==> config.mk <==
export PLATFORM = sky130hd
export DESIGN_NAME = apb_master_bridge
export DESIGN_NICKNAME = d
export VERILOG_FILES = /design/src/rtl/apb_master_bridge.sv
export SDC_FILE = /design/constraint.sdc
export NUM_CORES = 1
export LEC_CHECK = 0
export ABC_AREA = 1
export CORE_AREA = 4 4 119 121
export CTS_CLUSTER_DIAMETER = 200
export CTS_CLUSTER_SIZE = 10
export DETAILED_ROUTE_END_ITERATION = 16
export DIE_AREA = 0 0 123 125
export PLACE_DENSITY_LB_ADDON = 0.1
export SLEW_MARGIN = 5
export SYNTH_ARGS = -nofsm -noshare
export SYNTH_HDL_FRONTEND = slang
export SYNTH_SLANG_ARGS = --single-unit
==> constraint.sdc <==
create_clock -name clk -period 2.7 [get_ports clk]
set_clock_uncertainty 0.05 [all_clocks]
set_input_delay 0.54 -clock clk [delete_from_list [all_inputs] [get_ports clk]]
set_output_delay 0.54 -clock clk [all_outputs]
set_load 0.02 [all_outputs]
==> src/rtl/apb_master_bridge.sv <==
// CPU data-bus to APB bridge: window decode plus IDLE/SETUP/ACCESS sequencing.
// Define APB_TIMEOUT_EN to bound ACCESS waits by TIMEOUT_CYCLES.
module apb_master_bridge #(
    parameter int unsigned NUM_SLAVES     = 4,
    parameter logic [31:0] BASE_ADDR      = 32'h1000_0000,
    parameter logic [31:0] SLAVE_SPAN     = 32'h0000_1000,
    parameter int unsigned TIMEOUT_CYCLES = 16
) (
    input  logic                     clk,
    input  logic                     reset,
    input  logic                     transfer,
    input  logic                     write,
    input  logic [31:0]              addr,
    input  logic [31:0]              wdata,
    output logic [31:0]              rdata,
    output logic                     ready,
    output logic                     err,
    output logic [31:0]              PADDR,
    output logic                     PWRITE,
    output logic [31:0]              PWDATA,
    output logic                     PENABLE,
    output logic [NUM_SLAVES-1:0]    PSEL,
    input  logic [32*NUM_SLAVES-1:0] PRDATA,
    input  logic [NUM_SLAVES-1:0]    PREADY,
    input  logic [NUM_SLAVES-1:0]    PSLVERR
);

    localparam int unsigned SHIFT = $clog2(SLAVE_SPAN);
    localparam int unsigned IW    = (NUM_SLAVES > 1) ? $clog2(NUM_SLAVES) : 1;

    localparam logic [1:0] S_IDLE   = 2'd0;
    localparam logic [1:0] S_SETUP  = 2'd1;
    localparam logic [1:0] S_ACCESS = 2'd2;

    logic [1:0]    state_q, state_d;
    logic [31:0]   paddr_q, paddr_d;
    logic [31:0]   pwdata_q, pwdata_d;
    logic          pwrite_q, pwrite_d;
    logic          mapped_q, mapped_d;
    logic [IW-1:0] idx_q, idx_d;

    logic [31:0] off;
    logic [31:0] win;
    logic        hit;
    logic        in_access;
    logic        sel_ready;
    logic        sel_err;
    logic [31:0] sel_rdata;
    logic        timeout;
    logic        done;

    assign off = addr - BASE_ADDR;
    assign win = off >> SHIFT;
    assign hit = (addr >= BASE_ADDR) && (win < NUM_SLAVES);

    assign in_access = (state_q == S_ACCESS);
    assign sel_ready = PREADY[idx_q];
    assign sel_err   = PSLVERR[idx_q];
    assign sel_rdata = PRDATA[idx_q*32 +: 32];

`ifdef APB_TIMEOUT_EN
    localparam int unsigned CW = $clog2(TIMEOUT_CYCLES + 1);

    logic [CW-1:0] cnt_q, cnt_d;

    // cnt_q counts stalled ACCESS cycles already seen, so the
    // TIMEOUT_CYCLES-th stalled cycle is the one that completes
    assign timeout = in_access && mapped_q && !sel_ready &&
                     (cnt_q == CW'(TIMEOUT_CYCLES - 1));

    always_comb begin
        cnt_d = cnt_q;
        if (state_q == S_SETUP) begin
            cnt_d = '0;
        end else if (in_access && mapped_q && !sel_ready) begin
            cnt_d = cnt_q + 1'b1;
        end
    end

    always_ff @(posedge clk) begin
        if (reset) begin
            cnt_q <= '0;
        end else begin
            cnt_q <= cnt_d;
        end
    end
`else
    assign timeout = 1'b0;
`endif

    assign done = in_access && (!mapped_q || sel_ready || timeout);

    // Completion is suppressed while reset is asserted so an aborted
    // transfer never reports ready
    assign ready = done && !reset;
    assign err   = ready && (!mapped_q || (sel_ready ? sel_err : 1'b1));
    assign rdata = (ready && mapped_q && sel_ready && !pwrite_q) ?
                   sel_rdata : 32'h0;

    assign PADDR   = paddr_q;
    assign PWDATA  = pwdata_q;
    assign PWRITE  = pwrite_q;
    assign PENABLE = in_access && mapped_q;
    assign PSEL    = (mapped_q && (state_q != S_IDLE)) ?
                     (NUM_SLAVES'(1) << idx_q) : '0;

    always_comb begin
        state_d  = state_q;
        paddr_d  = paddr_q;
        pwdata_d = pwdata_q;
        pwrite_d = pwrite_q;
        mapped_d = mapped_q;
        idx_d    = idx_q;
        unique case (state_q)
            S_IDLE: begin
                if (transfer) begin
                    paddr_d  = addr;
                    pwdata_d = wdata;
                    pwrite_d = write;
                    mapped_d = hit;
                    idx_d    = hit ? IW'(win) : '0;
                    state_d  = S_SETUP;
                end
            end
            S_SETUP: begin
                state_d = S_ACCESS;
            end
            S_ACCESS: begin
                if (done) begin
                    state_d = S_IDLE;
                end
            end
            default: begin
                state_d = S_IDLE;
            end
        endcase
    end

    always_ff @(posedge clk) begin
        if (reset) begin
            state_q  <= S_IDLE;
            paddr_q  <= '0;
            pwdata_q <= '0;
            pwrite_q <= 1'b0;
            mapped_q <= 1'b0;
            idx_q    <= '0;
        end else begin
            state_q  <= state_d;
            paddr_q  <= paddr_d;
            pwdata_q <= pwdata_d;
            pwrite_q <= pwrite_d;
            mapped_q <= mapped_d;
            idx_q    <= idx_d;
        end
    end

endmodule

==> results.rst <==
.. list-table::
   :header-rows: 1

   * - Metric
     - Value
   * - Clock latency on the worst-skew pair
     - 0.33 ns
   * - Total of endpoints with negative setup slack in the final report
     - 0
   * - Total routing usage reported by global routing
     - 21.5%
   * - Cell type contributing the most total cell area after synthesis
     - sky130_fd_sc_hd__dfxtp_1
   * - Total Routed Length
     - 17500 µm
   * - Post-CTS setup buffers
     - 0
   * - Most numerous cell in the Yosys netlist
     - sky130_fd_sc_hd__nor2_1
   * - Reg2Reg Setup Slack
     - 1.16 ns
   * - Number of antenna violations at the first check in global routing
     - 1
   * - Total Negative Setup Slacks
     - 0 ns
   * - Pwr Density
     - 443 nW/µm²
   * - Core region area
     - 13100 µm²
   * - TritonCTS clock tree
     - done
   * - Cell types with the largest area share after synthesis
     - sky130_fd_sc_hd__dfxtp_1 (39%), sky130_fd_sc_hd__nor2_1 (18%), sky130_fd_sc_hd__nand2_1 (15%), sky130_fd_sc_hd__o21ai_0 (6.6%), sky130_fd_sc_hd__a21oi_1 (6.3%)
   * - Result of the run
     - finished clean
   * - Worst reg-to-reg path cell count
     - 6
   * - Iteration-0 DRC Markers
     - 254
   * - Top_reg_cell synth
     - sky130_fd_sc_hd__dfxtp_1
   * - Fraction of registers with async set/reset
     - 0%
   * - CTS Root Buffer Type
     - sky130_fd_sc_hd__clkbuf_16
   * - Die Outline Area
     - 15400 µm²
   * - Number of buffers inserted during clock tree synthesis
     - 9
   * - Total vias in the final route
     - 4841
   * - Crit-path slowest cell
     - sky130_fd_sc_hd__clkdlybuf4s50_1
   * - Quantity of I/O buffers inserted on ports
     - 307
   * - Post-DP HPWL
     - 14000 µm
   * - Syn. warnings
     - 0
   * - PnR Total Power
     - 3.17 mW
   * - Area growth, synth to finish
     - 101%
   * - Synth cell count leaders
     - sky130_fd_sc_hd__nor2_1 (169), sky130_fd_sc_hd__nand2_1 (142), sky130_fd_sc_hd__dfxtp_1 (70)
   * - Final count of hold timing violations
     - 0
   * - WHS Path Cells
     - 2
   * - Clock-pin transition on the worst setup and hold timing paths
     - 0.06 ns
   * - Maximum level of the CTS H-tree
     - 3
   * - Kind of cell adding the most delay to the critical path
     - buffers and inverters
   * - Unrepaired setup endpoints after global routing
     - false
   * - Number of hold-repair buffers added at the cts stage
     - 0
   * - Worst Tran Pin Value
     - 0.633 ns
   * - Largest fanout on the critical path
     - 8
   * - Max-cap violations
     - 0
   * - Top-Level Pins
     - 308
   * - Reg2Reg Launch Point
     - state_q[1]$_SDFFE_PP0P_
   * - Max rail drop VDD
     - 0.439 mV
   * - Routed length per placed instance
     - 16.5 µm
   * - Largest net degree at the start of global routing
     - 68
   * - Remaining antenna violation count after routing
     - 0
   * - Critical path's most frequent cell
     - sky130_fd_sc_hd__nand2_1
   * - Sequential element share of the synthesized area
     - 39.5%
   * - Fraction of final layout cells with drive strength greater than 1
     - 8.24%
   * - Average cell area after synthesis
     - 6.11 µm²
   * - Vias in the first global route
     - 4858
   * - Number of distinct library cell variants in the gate-level netlist after synthesis
     - 18
   * - Headroom to the max-slew limit
     - 57.8%
   * - Worst Setup End Kind
     - primary output
   * - Number of design rule violations left after detail routing
     - 0
   * - Data arrival at the endpoint of the critical path
     - 2.03 ns
   * - Hold_sp
     - PADDR[12]$_SDFFE_PP0P_
   * - Horiz. Die Dim
     - 123 µm
   * - Capturing point of the worst reg2reg path
     - idx_q[0]$_SDFFE_PP0P_
   * - Crit path required time
     - 2.11 ns
   * - Count of mapped cells out of synthesis
     - 581
   * - Critical Setup Path Class
     - in -> out
   * - Number of cells on the critical path
     - 9
   * - Wire length of the first global-routing pass
     - 25900 µm
   * - Endpoint of the worst hold-timing path
     - PADDR[12]$_SDFFE_PP0P_
   * - Final instance area
     - 7150 µm²
   * - Leak pwr
     - 3.02 nW
   * - CP peak stage delay
     - 0.46 ns
   * - Detail-routed via count per cell
     - 4.55
   * - CTS Buffer Depth
     - 2
   * - Layout Nets
     - 1086
   * - Classification of the worst-slack hold path
     - reg -> reg
   * - Peak Freq
     - 382 MHz
   * - Drt pass-1 iters
     - 4
   * - Initial Utilization
     - 27.1%
   * - Die Height
     - 125 µm
   * - Shortest period the worst path allows
     - 2.62 ns
   * - Net count after synthesis
     - 785
   * - CTS sink count
     - 70
   * - Number of pins exceeding their max-slew limit in the final report
     - 0
   * - Final Wtd Congestion
     - 0.912
   * - Number of enable flip-flop cells after synthesis
     - 0
   * - Row Count
     - 42
   * - Bufs and invs on worst path
     - 3
   * - Register bit total from synthesis
     - 70
   * - Netlist area before placement
     - 3550 µm²
   * - Crit share post-route
     - 97.0%
   * - Area share of the largest cell type after synthesis
     - 39.5%
   * - Cell Chain, Critical Path
     - clkdlybuf4s50_1 > nand2_1 > nand2_1 > nand2_1 > nand2_1 > nand3_2 > buf_4 > nor2_1 > clkdlybuf4s15_1
   * - Startpoint class of the critical path
     - input pin
   * - Leftover overflow at the end of global routing
     - 0
   * - Cell area after placement
     - 6930 µm²
tightest hold or removal path, stage by stage, from the launching register on:
cell and delay (ns):
sky130_fd_sc_hd__dfxtp_1 0.31, sky130_fd_sc_hd__nand2_1 0.06, sky130_fd_sc_hd__a21oi_1 0.05
layout by cell type (no fill, tap or decap), types with 2 or more instances in the layout:
master / n
sky130_fd_sc_hd__dfxtp_1: 70
sky130_fd_sc_hd__nor2_1: 168
sky130_fd_sc_hd__clkbuf_16: 9
sky130_fd_sc_hd__inv_2: 4
sky130_fd_sc_hd__clkdlybuf4s15_1: 3
sky130_fd_sc_hd__nand2_1: 141
sky130_fd_sc_hd__buf_4: 14
sky130_fd_sc_hd__clkbuf_2: 6
sky130_fd_sc_hd__nor2_2: 2
sky130_fd_sc_hd__buf_12: 7
sky130_fd_sc_hd__a21oi_1: 45
sky130_fd_sc_hd__o21ai_0: 47
sky130_fd_sc_hd__nand4_1: 2
sky130_fd_sc_hd__o21ai_1: 19
sky130_fd_sc_hd__clkdlybuf4s50_1: 273
sky130_fd_sc_hd__dlygate4sd2_1: 2
sky130_fd_sc_hd__clkdlybuf4s15_2: 11
sky130_fd_sc_hd__clkbuf_8: 3
sky130_fd_sc_hd__nor3_1: 3
sky130_fd_sc_hd__inv_1: 22
sky130_fd_sc_hd__nand3_1: 2
sky130_fd_sc_hd__buf_2: 12
sky130_fd_sc_hd__a211oi_1: 13
report_power, final:
group / total, mW / internal (mW) / switching [mW]
Clock: 1.10 / 0.693 / 0.412
Combinational: 0.893 / 0.505 / 0.388
Sequential: 1.17 / 1.12 / 0.0463
cell type report:
type,instances,area (µm²)
tap,176,220
inverter,26,97.6
multi-input combinational,447,1900
sequential,70,1400
clock buffer,13,270
fill,1269,5940
clock inverter,2,16.3
antenna,1,2.50
timing repair buffer,328,3240
state kept, by name, indices dropped and copies added (netlist names):
register and count:
state_q 2, PWRITE 1, PADDR 32, mapped_q 1, PWDATA 32, idx_q 2
logic make-up (layout without fill, tap and decap cells):
family | Yosys count | after routing | synth area share (%)
and+or+nand+nor | 322 | 322 | 34.6
AOI/OAI and AO/OA | 125 | 125 | 18.6
buffers and inverters | 64 | 369 | 7.33
DFF | 70 | 70 | 39.5
other | 0 | 1 | 0
worst max path at each step:
stage / startpoint / to / slack [ns]
3_3_place_gp: PREADY[1] / rdata[24] / -0.30
5_1_grt: idx_q[1]$_SDFFE_PP0P_ / PSEL[2] / 0.004
3_5_place_dp: PREADY[1] / rdata[18] / -0.36
4_1_cts: PREADY[1] / rdata[18] / 0.04
2_1_floorplan: reset / rdata[20] / 0.57
6_report: PREADY[1] / rdata[23] / 0.08
routing by layer:
metal	GRT usage, %	vias to the layer above	share of wire [%]	routed length [µm]
met5	0	-	0	0
met4	9.12	0	3.8	673
met3	8.49	40	11	1980
met2	38.2	203	49	8610
met1	22.2	2149	36	6270
li1	-	2449	-	-
timing repair:
| item | CTS | global route |
|---|---|---|
| resized for setup | 90 | 18 |
| pin swaps | 0 | 0 |
| endpoints found under the setup margin | 34 | 18 |
stage by stage:
stage | std cells | hold WS, ns | utilization, % | setup WS [ns]
after floorplan | 581 | 0.394 | - | 0.568
after global placement | 1047 | 0.402 | 53.0 | -0.296
after detailed placement | 1047 | 0.411 | 53.0 | -0.364
after CTS | 1062 | 0.420 | 55.4 | 0.0378
after global routing | 1063 | 0.458 | 54.6 | 0.00425
final | 1063 | 0.415 | 54.6 | 0.0799
Note: power is estimated with default switching activity, not from simulation.
